## src/rtl/pipe_pkg.sv

```systemverilog
// Shared constants, helpers and stage bundle type for the elastic pipe.
// No ports; imported by pipe_stage and pipe_reg.
`ifndef PIPE_PKG_SV
`define PIPE_PKG_SV

`define PIPE_STAGE_T(W) struct packed { logic v; logic [(W)-1:0] d; }

package pipe_pkg;

    localparam int MAX_DEPTH = 16;

    function automatic int cnt_w(input int depth);
        return $clog2(depth + 1);
    endfunction

endpackage

`endif

```

## src/rtl/pipe_stage.sv

```systemverilog
// One elastic pipeline slot: WIDTH data register plus its valid bit.
// Ports: clk, reset (async low), flush, load, in_v/in_d (source), v/d (held).
module pipe_stage
    import pipe_pkg::*;
#(
    parameter int               WIDTH     = 32,
    parameter logic [WIDTH-1:0] RESET_VAL = '0
) (
    input  logic             clk,
    input  logic             reset,
    input  logic             flush,
    input  logic             load,
    input  logic             in_v,
    input  logic [WIDTH-1:0] in_d,
    output logic             v,
    output logic [WIDTH-1:0] d
);

    always_ff @(posedge clk or negedge reset) begin
        if (!reset) begin
            v <= 1'b0;
            d <= RESET_VAL;
        end else begin
            if (flush) begin
                v <= 1'b0;
            end else if (load) begin
                v <= in_v;
            end
            // Data moves only with a valid word; bubbles leave it stale.
            if (load && in_v) begin
                d <= in_d;
            end
        end
    end

endmodule

```

## src/rtl/pipe_reg.sv

```systemverilog
// Elastic DEPTH-stage pipeline register with valid/ready and flush.
// Ports: clk, reset (async low), in_*, out_*, flush, count (valid stages).
module pipe_reg
    import pipe_pkg::*;
#(
    parameter int               WIDTH     = 32,
    parameter int               DEPTH     = 2,
    parameter logic [WIDTH-1:0] RESET_VAL = '0
) (
    input  logic                       clk,
    input  logic                       reset,
    input  logic                       in_valid,
    output logic                       in_ready,
    input  logic [WIDTH-1:0]           in_data,
    output logic                       out_valid,
    input  logic                       out_ready,
    output logic [WIDTH-1:0]           out_data,
    input  logic                       flush,
    output logic [cnt_w(DEPTH)-1:0]    count
);

    localparam int CW = cnt_w(DEPTH);

    if (DEPTH < 1 || DEPTH > MAX_DEPTH) begin : g_bad_depth
        $error("pipe_reg: DEPTH out of range 1..16");
    end

    typedef `PIPE_STAGE_T(WIDTH) stage_t;

    stage_t           st [DEPTH];
    logic [DEPTH-1:0] rdy;
    logic             acc;
    logic             in_xfer;
    logic             out_xfer;

    // Stage i may load if it is empty or some stage ahead of it frees up.
    // Built with a running OR so no net feeds back into itself.
    always_comb begin
        acc = out_ready;
        rdy = '0;
        for (int i = DEPTH - 1; i >= 0; i--) begin
            acc    = acc | ~st[i].v;
            rdy[i] = acc;
        end
    end

    for (genvar i = 0; i < DEPTH; i++) begin : g_stage
        logic             src_v;
        logic [WIDTH-1:0] src_d;

        if (i == 0) begin : g_head
            assign src_v = in_valid;
            assign src_d = in_data;
        end else begin : g_body
            assign src_v = st[i-1].v;
            assign src_d = st[i-1].d;
        end

        pipe_stage #(
            .WIDTH     (WIDTH),
            .RESET_VAL (RESET_VAL)
        ) u_stage (
            .clk   (clk),
            .reset (reset),
            .flush (flush),
            .load  (rdy[i]),
            .in_v  (src_v),
            .in_d  (src_d),
            .v     (st[i].v),
            .d     (st[i].d)
        );
    end

    assign in_ready  = rdy[0];
    assign out_valid = st[DEPTH-1].v;
    assign out_data  = st[DEPTH-1].d;
    assign in_xfer   = in_valid & in_ready;
    assign out_xfer  = out_valid & out_ready;

    always_ff @(posedge clk or negedge reset) begin
        if (!reset) begin
            count <= '0;
        end else if (flush) begin
            count <= '0;
        end else begin
            count <= count + CW'(in_xfer) - CW'(out_xfer);
        end
    end

endmodule

```

## config.mk

```make
export PLATFORM = sky130hd
export DESIGN_NAME = pipe_reg
export DESIGN_NICKNAME = d
export VERILOG_FILES = /design/src/rtl/pipe_pkg.sv /design/src/rtl/pipe_stage.sv /design/src/rtl/pipe_reg.sv
export SDC_FILE = /design/constraint.sdc
export NUM_CORES = 1
export LEC_CHECK = 0
export ABC_AREA = 1
export CELL_PAD_IN_SITES_DETAIL_PLACEMENT = 1
export CELL_PAD_IN_SITES_GLOBAL_PLACEMENT = 2
export CORE_UTILIZATION = 27
export DETAILED_ROUTE_END_ITERATION = 7
export PLACE_DENSITY_LB_ADDON = 0.1
export SYNTH_ARGS = -nofsm -noshare
export SYNTH_HDL_FRONTEND = slang
export SYNTH_SLANG_ARGS = --single-unit
```

## constraint.sdc

```tcl
create_clock -name clk -period 2.7 [get_ports clk]
set_clock_uncertainty 0.05 [all_clocks]
set_input_delay 0.405 -clock clk [delete_from_list [all_inputs] [get_ports clk]]
set_output_delay 0.405 -clock clk [all_outputs]
set_load 0.02 [all_outputs]
```

# Word level (Yosys, flattened, before mapping)
# Cells that the tools add are included.
word_totals:
  wordCells: 22
  inputBits: 37
  output_inout_bits: 36
  register_bits: 68
classes:
  bitwise_logic: 6
  mux: 5
  n_reduce_logical: 4
  n_addsub: 2
ops:
  columns: ["op", "count"]
  rows:
  - ["two-way mux 1 bit", 4]
  - ["nonzero test 2 bit", 2]
  - ["adder 2 x 1 -> 2 bit", 1]
  - ["bitwise AND 1 bit", 2]
  - ["logical AND 1 bit", 2]
  - ["two-way mux 2 bit", 1]
  - ["NOT 1 bit", 2]
  - ["OR 1 bit", 2]
  - ["subtractor 2 x 1 -> 2 bit", 1]

# Longest topological paths before layout
logic_depth:
  depth_word: 7
  depth_mapped: 10
  ltp_nobuf: 9

# By module
# Synthesis repeated with hierarchy kept, for this count alone.
hier_totals:
  hier_cells: 315
  area_unflattened_um2: 2946.6
by_module_without_submodules:
  columns: ["mod", "seq_area_each_um2", "area_each_um2", "instances", "cells_per_inst"]
  rows:
  - ["pipe_stage", 825.8, 1396.3, 2, 146]
  - ["pipe_reg", 50.0, 153.9, 1, 23]

# Least setup slack after synthesis
# No wires, ideal clock.
synth_timing:
  path_kind: "register to register"
  from: "register g_stage[1].u_stage.v"
  to: "register count[1]"
  path_buffers: 1
  t_arrival_ps: 1494
  path_stages_with_launch: 9
  path_slack_ps: 1037
  synth_period_minus_slack_ps: 1663
  cell_sequence: "dfrtp_1 nand3_4 nand2_4 buf_4 ha_1 inv_1 ha_1 a21oi_1 nor2_1"
synth_between:
  elab_chain_len: 7
  elab_cells_between_ends: 8
synth_rtl:
  columns: ["item", "line_no", "rtl"]
  rows:
  - ["start, declared", "pipe_stage.sv:15", "output logic v,"]
  - ["start signal, assigned", "pipe_stage.sv:27", "v <= in_v;"]
  - ["NOT 1 bit", "pipe_reg.sv:42", "acc = acc | ~st[i].v;"]
  - ["OR 1 bit (2 in series)", "pipe_reg.sv:42", null]
  - ["bitwise AND 1 bit", "pipe_reg.sv:77", "assign in_xfer = in_valid & in_ready;"]
  - ["adder 2 x 1 -> 2 bit", "pipe_reg.sv:86", "count <= count + CW'(in_xfer) - CW'(out_xfer);"]
  - ["subtractor 2 x 1 -> 2 bit *", "pipe_reg.sv:86", null]
  - ["two-way mux 2 bit *", "pipe_reg.sv:83", "end else if (flush) begin"]
  - ["end signal, assigned", "pipe_reg.sv:86", null]
  - ["end, declared", "pipe_reg.sv:19", "output logic [cnt_w(DEPTH)-1:0] count"]
# Every way passes the cells marked *; elsewhere a longest branch is shown, timed or not.
# A chain may end at the register's enable or synchronous reset.

# Worst setup path in the final report
layout_timing:
  from: "input out_ready"
  to: "output in_ready"
layout_between:
  elab_chain_len: 2
layout_rtl:
  columns: ["item", "line_no", "rtl"]
  rows:
  - ["start, declared", "pipe_reg.sv:16", "input logic out_ready,"]
  - ["OR 1 bit (2 in series)", "pipe_reg.sv:42", null]
  - ["end, declared", "pipe_reg.sv:13", "output logic in_ready,"]
# No other way between the ends.

==> flow_summary.json <==
{
  "rsz0062_at_grt": "false",
  "hold_path_class": "input pin to async pin",
  "setup_ws_ps": 421,
  "cpMostUsedCell": "clkdlybuf4s50_1",
  "ant_nets": 0,
  "via_per_inst": 4.41,
  "clockBufferDepth": 2,
  "core.rowCount": 36,
  "hpwlAfterDp_um": 4320,
  "place_inst": 495,
  "crit_chain": "clkdlybuf4s50_1, inv_1, nand3_4, clkdlybuf4s50_1",
  "finalWirelength_um": 7040,
  "fin_util_pct": 37.9,
  "worstSetupPathType": "input pin to primary output",
  "status": "finished clean",
  "r2r_cells": 4,
  "drive_gt1_share_pct": 6.38,
  "drcViolationCount": 0,
  "grt_pass1_vias": 2182,
  "wl_per_cell_um": 13.8,
  "cp_top_family": "buffers and inverters",
  "post-place-ws_ps": 398,
  "setup_violations": 0,
  "period_needed_ps": 2280,
  "seq_area_frac_synth_pct": 61.7,
  "pin_count": 73,
  "synthFlopType": "dfrtp_1",
  "cts.repair.resized": 0,
  "place.port_buffers": 72,
  "drt_pass1_iterations": 4,
  "finalSetupTns_ps": 0,
  "cp_num_buf_inv": 3,
  "dr.max_layer_used": "met4",
  "cts_sinks": 68,
  "synth_common_cells": "nand2_1 (134), dfrtp_1 (68), nand3_1 (65), buf_4 (8)",
  "chipWidth_um": 103,
  "holdBufCountCts": 0,
  "cts_buffers": 9,
  "clock_latency_ps": 330,
  "grt_max_degree": 69,
  "postCtsSetupRepairBufs": 0,
  "core_um2": 9820,
  "synth_area_um2": 2760,
  "avgSynthCellArea_um2": 9.05,
  "arrival_ps": 1820,
  "hold_violations": 0,
  "tightest_slew_ps": 869,
  "chipHeight_um": 103,
  "synth_top_area_cell": "dfrtp_1",
  "max_freq_mhz": 439,
  "syn-num-nets": 344,
  "drv_cap": 0,
  "synth_top_cell_area_share_pct": 61.7,
  "drt_iter0_drc": 54,
  "ys_top_cells_by_area": "dfrtp_1 (62%), nand2_1 (18%), nand3_1 (12%)",
  "start_util_pct": 28.1,
  "met2_length_um": 3470,
  "place.gp.congestion": 0.665,
  "fillers": 1194,
  "cts_root_buffer": "clkbuf_8",
  "synth_edf_count": 0,
  "crit_slowest_cell": "clkdlybuf4s50_1",
  "wl_met3_um": 319,
  "die_area_um2": 10600,
  "leakage_nw": 1.86,
  "timing.final.max_slew_violations": 0,
  "grt_pass1_wl_um": 11200,
  "grt-ovfl-total": 0,
  "cp-end-kind": "primary output",
  "startpoint_type": "input pin",
  "met1_length_um": 3220,
  "synth_cell_types": 15,
  "irDropWorstVdd_v": 0.000201,
  "areaGrowthSynthToFinish_pct": 34.8,
  "max_stage_delay_ps": 660,
  "synthCells": 305,
  "hold_slack_ps": 139,
  "path_clk_slew_ps": 70,
  "yosys_warnings": 0,
  "slew_headroom_pct": 42.1,
  "powerDensity_nw_per_um2": 663,
  "ys_seq_elements": 68,
  "cts_tree": "done",
  "synth.most_common_cell": "nand2_1",
  "vias": 2243,
  "grt_antenna_before_repair": 0,
  "synthArstFlopShare_pct": 100,
  "critPathMaxFanout": 15,
  "track_usage_pct": 14.3,
  "path_depth": 4,
  "cp.required_ps": 2250,
  "min_period_over_period_pct": 84.4,
  "stdcell_count": 509,
  "n_antenna_cell": 0,
  "fin_nets": 412,
  "h-tree-depth": 3
}
area by class of cell:
type | count | area (um2) | area share (%)
sequential | 68 | 1700 | 45.8
multi-input combinational | 210 | 917 | 24.7
timing repair buffer | 77 | 751 | 20.2
tap | 133 | 166 | 4.48
clock buffer | 11 | 141 | 3.80
inverter | 7 | 26.3 | 0.707
clock inverter | 3 | 15.0 | 0.404
path summary, 6_finish.rpt:
kind | from | to | slack [ps]
setup / recovery | out_ready | in_ready | 420
hold / removal | reset | g_stage[1].u_stage.d[15] | 140
setup reg to reg | g_stage[0].u_stage.v | g_stage[1].u_stage.d[13] | 990
hold reg to reg | g_stage[0].u_stage.d[23] | g_stage[0].u_stage.d[23] | 420
max in group asynchronous | reset | g_stage[0].u_stage.d[20] | 1900
min in group clk | g_stage[0].u_stage.d[23] | g_stage[0].u_stage.d[23] | 420
metrics by stage:
| stage | total power, mW | instance area [um2] |
|---|---|---|
| floorplan | 1.50 | 2760 |
| finish | 2.47 | 3720 |
| detailed placement | 1.80 | 3560 |
| global placement | 1.79 | 3560 |
| global route | 2.61 | 3720 |
| CTS | 2.51 | 3720 |
state kept, by name, summed over array words and instances, names as in the netlist:
signal,cells
count,2
g_stage.u_stage.v,2
g_stage.u_stage.d,64
power by group:
part           leakage [nW]  internal, mW  switching, mW
Combinational         0.923         0.255          0.288
Sequential            0.847          1.15         0.0739
Clock                0.0848         0.344          0.355
Total                  1.86          1.75          0.717
cell usage in the layout, fill, tap and decap left out:
cell             count
nand2_1            134
clkdlybuf4s50_1     70
dfrtp_1             68
nand3_1             65
clkbuf_8            10
inv_1                7
buf_4                6
clkinv_2             3
nor2_1               2
nand2_2              2
o21ai_0              2
ha_1                 2
nand3_4              1
nand2_4              1
a21oi_1              1
clkbuf_1             1
buf_2                1
metal layers:
layer  global-route usage, %  up-vias
met5                       0        -
met2                    23.7       52
met3                    4.41        2
met4                    3.58        0
li1                        -     1098
met1                    18.3     1091
logic make-up after synthesis:
logic type | share of synthesized area, %
buffers and inverters | 5.08
AOI/OAI and AO/OA | 0.544
DFF | 61.7
adders and majority gates | 0.907
and+or+nand+nor | 31.8
No activity file was read; power rests on OpenSTA's default activity.
